**src/rtl/pipeline_ctrl_pkg.sv**
```systemverilog
// Shared stall-bus, stage-index and controller-state definitions for pipeline_ctrl.
// Build option: PIPE_CTRL_PERF_EN adds stall/flush performance counters to the top.
package pipeline_ctrl_pkg;

   localparam int STALL_BUS_WIDTH = 5;
   typedef logic [STALL_BUS_WIDTH-1:0] STALL_BUS;

   localparam int STALL_PC  = 0;
   localparam int STALL_IF  = 1;
   localparam int STALL_ID  = 2;
   localparam int STALL_EX  = 3;
   localparam int STALL_MEM = 4;

   typedef enum logic [1:0] {
      PCTRL_IDLE  = 2'd0,
      PCTRL_FLUSH = 2'd1,
      PCTRL_HOLD  = 2'd2
   } pctrl_state_t;

   localparam logic [31:0] DEFAULT_EXC_VECTOR = 32'hBFC00380;

   // Low 'depth' bits set: every stage up to and including the requester freezes.
   function automatic STALL_BUS thermometer(input int unsigned depth);
      STALL_BUS t;
      t = '0;
      for (int i = 0; i < STALL_BUS_WIDTH; i++) begin
         t[i] = (i < depth);
      end
      return t;
   endfunction

endpackage

```
**src/rtl/pipeline_ctrl_stall_encoder.sv**
```systemverilog
// Priority-to-thermometer mapping of per-stage stall requests; the deepest requester wins.
module stall_encoder
   import pipeline_ctrl_pkg::*;
(
   input  logic                       req_if,
   input  logic                       req_id,
   input  logic                       req_ex,
   input  logic                       req_mem,
   output logic [STALL_BUS_WIDTH-1:0] stall
);

   always_comb begin
      stall = '0;
      if (req_mem)     stall = thermometer(STALL_MEM + 1);
      else if (req_ex) stall = thermometer(STALL_EX + 1);
      else if (req_id) stall = thermometer(STALL_ID + 1);
      else if (req_if) stall = thermometer(STALL_IF + 1);
   end

endmodule

```
**src/rtl/pipeline_ctrl.sv**
```systemverilog
// Hazard/exception controller: merges stall requests and sequences exception flush + PC redirect.
// Build option: PIPE_CTRL_PERF_EN adds stall_cycles and flush_count outputs.
module pipeline_ctrl
   import pipeline_ctrl_pkg::*;
#(
   parameter int                ADDR_W     = 32,
   parameter logic [ADDR_W-1:0] EXC_VECTOR = ADDR_W'(DEFAULT_EXC_VECTOR)
) (
   input  logic                       clk,
   input  logic                       rst,
   input  logic                       stall_req_if,
   input  logic                       stall_req_id,
   input  logic                       stall_req_ex,
   input  logic                       stall_req_mem,
   input  logic                       exc_valid,
   input  logic                       eret_flag,
   input  logic [ADDR_W-1:0]          cp0_epc,
   input  logic                       fetch_busy,
   output logic [STALL_BUS_WIDTH-1:0] stall,
   output logic                       flush,
   output logic                       redirect_valid,
   output logic [ADDR_W-1:0]          redirect_pc,
   output logic                       busy,
`ifdef PIPE_CTRL_PERF_EN
   output logic [31:0]                stall_cycles,
   output logic [15:0]                flush_count,
`endif
   output logic [1:0]                 state_dbg
);

   // Handshake: redirect_valid is held until the cycle fetch_busy is low;
   // that cycle is the acceptance, and the controller returns to IDLE after it.

   pctrl_state_t                 state;
   logic [STALL_BUS_WIDTH-1:0]   req_stall;
   logic                         exc_event;

   stall_encoder u_stall_encoder (
      .req_if  (stall_req_if),
      .req_id  (stall_req_id),
      .req_ex  (stall_req_ex),
      .req_mem (stall_req_mem),
      .stall   (req_stall)
   );

   assign exc_event = exc_valid | eret_flag;
   assign busy      = (state != PCTRL_IDLE);
   assign state_dbg = state;

   always_comb begin
      stall = req_stall;
      case (state)
         PCTRL_FLUSH: stall = '0;
         // The PC must be free to load the redirect target while held.
         PCTRL_HOLD:  stall[STALL_PC] = 1'b0;
         default:     stall = req_stall;
      endcase
   end

   always_ff @(posedge clk or negedge rst) begin
      if (!rst) begin
         state          <= PCTRL_IDLE;
         flush          <= 1'b0;
         redirect_valid <= 1'b0;
         redirect_pc    <= '0;
      end else begin
         case (state)
            PCTRL_IDLE: begin
               if (exc_event) begin
                  state          <= PCTRL_FLUSH;
                  flush          <= 1'b1;
                  redirect_valid <= 1'b1;
                  redirect_pc    <= eret_flag ? cp0_epc : EXC_VECTOR;
               end
            end
            PCTRL_FLUSH: begin
               flush          <= 1'b0;
               redirect_valid <= fetch_busy;
               state          <= fetch_busy ? PCTRL_HOLD : PCTRL_IDLE;
            end
            PCTRL_HOLD: begin
               if (!fetch_busy) begin
                  state          <= PCTRL_IDLE;
                  redirect_valid <= 1'b0;
               end
            end
            default: begin
               state          <= PCTRL_IDLE;
               flush          <= 1'b0;
               redirect_valid <= 1'b0;
            end
         endcase
      end
   end

`ifdef PIPE_CTRL_PERF_EN
   always_ff @(posedge clk or negedge rst) begin
      if (!rst) begin
         stall_cycles <= '0;
         flush_count  <= '0;
      end else begin
         if ((stall != '0) && (stall_cycles != 32'hFFFF_FFFF)) stall_cycles <= stall_cycles + 32'd1;
         if ((state == PCTRL_IDLE) && exc_event) flush_count <= flush_count + 16'd1;
      end
   end
`endif

endmodule

```
**config.mk**
```make
export PLATFORM = sky130hd
export DESIGN_NAME = pipeline_ctrl
export DESIGN_NICKNAME = d
export VERILOG_FILES = /design/src/rtl/pipeline_ctrl_pkg.sv /design/src/rtl/pipeline_ctrl_stall_encoder.sv /design/src/rtl/pipeline_ctrl.sv
export SDC_FILE = /design/constraint.sdc
export NUM_CORES = 1
export LEC_CHECK = 0
export BUFFER_PORTS_ARGS = -buffer_cell sky130_fd_sc_hd__clkbuf_2
export CAP_MARGIN = 15
export CORE_MARGIN = 1
export CORE_UTILIZATION = 45
export CTS_CLUSTER_DIAMETER = 80
export DETAILED_ROUTE_END_ITERATION = 10
export GPL_TIMING_DRIVEN = 0
export PLACE_DENSITY_LB_ADDON = 0.1
export SLEW_MARGIN = 10
export SYNTH_ARGS = -nofsm -noshare
export SYNTH_HDL_FRONTEND = slang
export SYNTH_SLANG_ARGS = --single-unit
export TNS_END_PERCENT = 30
```
**constraint.sdc**
```tcl
create_clock -name clk -period 3.2 [get_ports clk]
set_input_delay 0.48 -clock clk [delete_from_list [all_inputs] [get_ports clk]]
set_output_delay 0.48 -clock clk [all_outputs]
set_load 0.1 [all_outputs]
```
==> flow_metrics.env <==
export IMPL_cp_cell_sequence="inv_1 -> ha_1 -> inv_2 -> clkbuf_2"
export IMPL_cts_hold_buf=0
export IMPL_path_clk_slew_ns=0.11
export IMPL_diodes=0
export IMPL_worst_setup_path_start_kind="register"
export IMPL_seq_area_um2=901
export IMPL_synthCells=104
export IMPL_post_drt_via_cell_ratio=5.21
export IMPL_synth_avg_cell_area_um2=13.5
export IMPL_vias=1172
export IMPL_critPathArrivalTime_ns=1.68
export IMPL_grt_setup_unrepaired="false"
export IMPL_core_area_um2=2850
export IMPL_yosys_area_top_type="dfrtp_1"
export IMPL_gp_congestion=0.695
export IMPL_cts_root_buffer="clkbuf_4"
export IMPL_first_pass_iters=9
export IMPL_grt_usage=0.210
export IMPL_crit_fanout=7
export IMPL_synth_cell_types=23
export IMPL_antenna_found_initial=0
export IMPL_maxCapViolations=0
export IMPL_min_path_type="input pin to asynchronous set/reset pin"
export IMPL_multi_input_area_um2=457
export IMPL_max_slew_worst_pin_slew_ns=0.860
export IMPL_use_met2=0.363
export IMPL_wl_per_cell_um=13.9
export IMPL_slew_headroom=0.427
export IMPL_max_clock_freq_mhz=463
export IMPL_areaGrowthSynthToFinish_pct=37.8
export IMPL_crit_type="register to output port"
export IMPL_post_route_util=0.680
export IMPL_h_tree_depth=2
export IMPL_insertion_delay_ns=0.34
export IMPL_fin_skew_ns=0.00550
export IMPL_required_ns=2.72
export IMPL_synth_area_um2=1410
export IMPL_cts_inserted_buffers=5
export IMPL_start_util=0.493
export IMPL_cp_end_kind="output port"
export IMPL_cts_buffer_depth=2
export IMPL_drc=4
export IMPL_ys_ff_latch=36
export IMPL_cts_sinks=36
export IMPL_cts_setup_buffers=0
export IMPL_finalSetupViolations=0
export IMPL_gr_usage_met3=0.0603
export IMPL_ys_top_cells_by_area="dfrtp_1 64%, a22o_1 12%, o22a_1 8.1%"
export IMPL_period_minus_slack_ns=2.16
export IMPL_tns_ns=0
export IMPL_top_usage_layer="met2"
export IMPL_detail_route_antenna_nets=0
export IMPL_met1_usage=0.250
export IMPL_nFillCells=223
export IMPL_rows=19
export IMPL_grt_pass1_wl_um=5190
export IMPL_final_cell_mix="82 x clkbuf_2, 36 x dfrtp_1, 20 x a22o_1"
export IMPL_drv_slew=0
export IMPL_final_layout_size_suffix_gt1_frac=0.515
export IMPL_final_cells=225
export IMPL_placed_cells=217
export IMPL_final_common_cell="clkbuf_2"
export IMPL_yosysWarningCount=0
export IMPL_synth_top_area_frac=0.640
export IMPL_wl_um=3130
export IMPL_outcome="complete, but fails checks"
export IMPL_grt_max_degree=37
export IMPL_syn_nets=148
export IMPL_portBuffers=82
export IMPL_die_area_um2=3360
export IMPL_hpwlAfterDp_um=2340
export IMPL_die_h_um=57.9
export IMPL_ys_seq_area_frac=0.640
export IMPL_period_share=0.675
export IMPL_ioPinCount=83
export IMPL_ctsResizeCount=0
export IMPL_placed_cell_area_um2=1860
export IMPL_grt_pass1_vias=1157
export IMPL_violations="design-rule violations"
export IMPL_dieWidth_um=57.9
export IMPL_cp_slowest_cell="clkbuf_2"
export IMPL_hold_viol=0
export IMPL_cts_tree="built"
export IMPL_drtIter0Drc=80
export IMPL_overflow=0
export IMPL_nNetsFinal=237
export IMPL_fin_area_um2=1940
export IMPL_max_stage_delay_ns=0.47
## cell usage after synthesis
| library cell | n |
|---|---|
| dfrtp_1 | 36 |
| a22o_1 | 20 |
| o22a_1 | 13 |
| nor2_1 | 6 |
| buf_2 | 3 |
| ha_1 | 3 |
| and2_1 | 2 |
| buf_4 | 2 |
| inv_1 | 2 |
| nand2_1 | 2 |
| nor3_1 | 2 |
| o21ai_0 | 2 |
| a21oi_1 | 1 |
| a2bb2oi_1 | 1 |
| buf_6 | 1 |
| inv_2 | 1 |
| nor2_2 | 1 |
| nor2_4 | 1 |
| nor2b_1 | 1 |
| nor4_1 | 1 |
| o21a_1 | 1 |
| o21ai_1 | 1 |
| o32ai_1 | 1 |
## worst paths after layout
path / from / to / slack (ns) / depth (start not counted)
setup / recovery: state_dbg[0] / busy / 1.04 / 4
hold / removal: rst / redirect_pc[7] / 0.24 / 1
setup reg to reg: state_dbg[1] / redirect_pc[28] / 1.73 / 5
hold reg to reg: redirect_pc[26] / redirect_pc[26] / 0.50 / 1
max in group asynchronous: rst / redirect_pc[18] / 2.43 / 1
min in group clk: cp0_epc[12] / redirect_pc[12] / 0.35 / 2
## sequential cells by signal, summed over array words and instances, names as in the netlist
signal	count
state_dbg	2
redirect_valid	1
flush	1
redirect_pc	32
## area by class of cell
cell class                      instances  area share
Multi-Input combinational cell         59       0.235
Sequential cell                        36       0.465
Buffer                                  6      0.0213
Inverter                                3     0.00581
Clock buffer                            5      0.0194
Timing Repair Buffer                   82       0.212
Tap cell                               31      0.0200
Clock inverter                          3      0.0219
## metal layers
layer | wire length [um] | vias up
met5 | 0 | -
met4 | 45 | 0
met3 | 217 | 6
met2 | 1590 | 50
met1 | 1280 | 551
li1 | - | 565
## kinds of logic after synthesis
group,Yosys count,share of synthesized area
AOI/OAI and AO/OA,40,0.237
buffers and inverters,9,0.0373
and+or+nand+nor,16,0.0587
adders and majority gates,3,0.0267
DFF,36,0.640
## through the flow
step | setup WS, ns | hold WS [ns]
2_1_floorplan | 0.0343 | 0.184
4_1_cts | 1.01 | 0.251
5_1_grt | 0.876 | 0.289
6_report | 1.04 | 0.235
3_5_place_dp | 1.34 | 0.479
3_3_place_gp | 1.37 | 0.469
## critical path: cells and delay by family (launching register included)
family,cells,cell delay (ns)
DFF,1,0.38
buffers and inverters,3,0.68
adders and majority gates,1,0.28
Power is not shown: default switching activity piles up to over one toggle a cycle in this logic, so the estimate is an artifact.
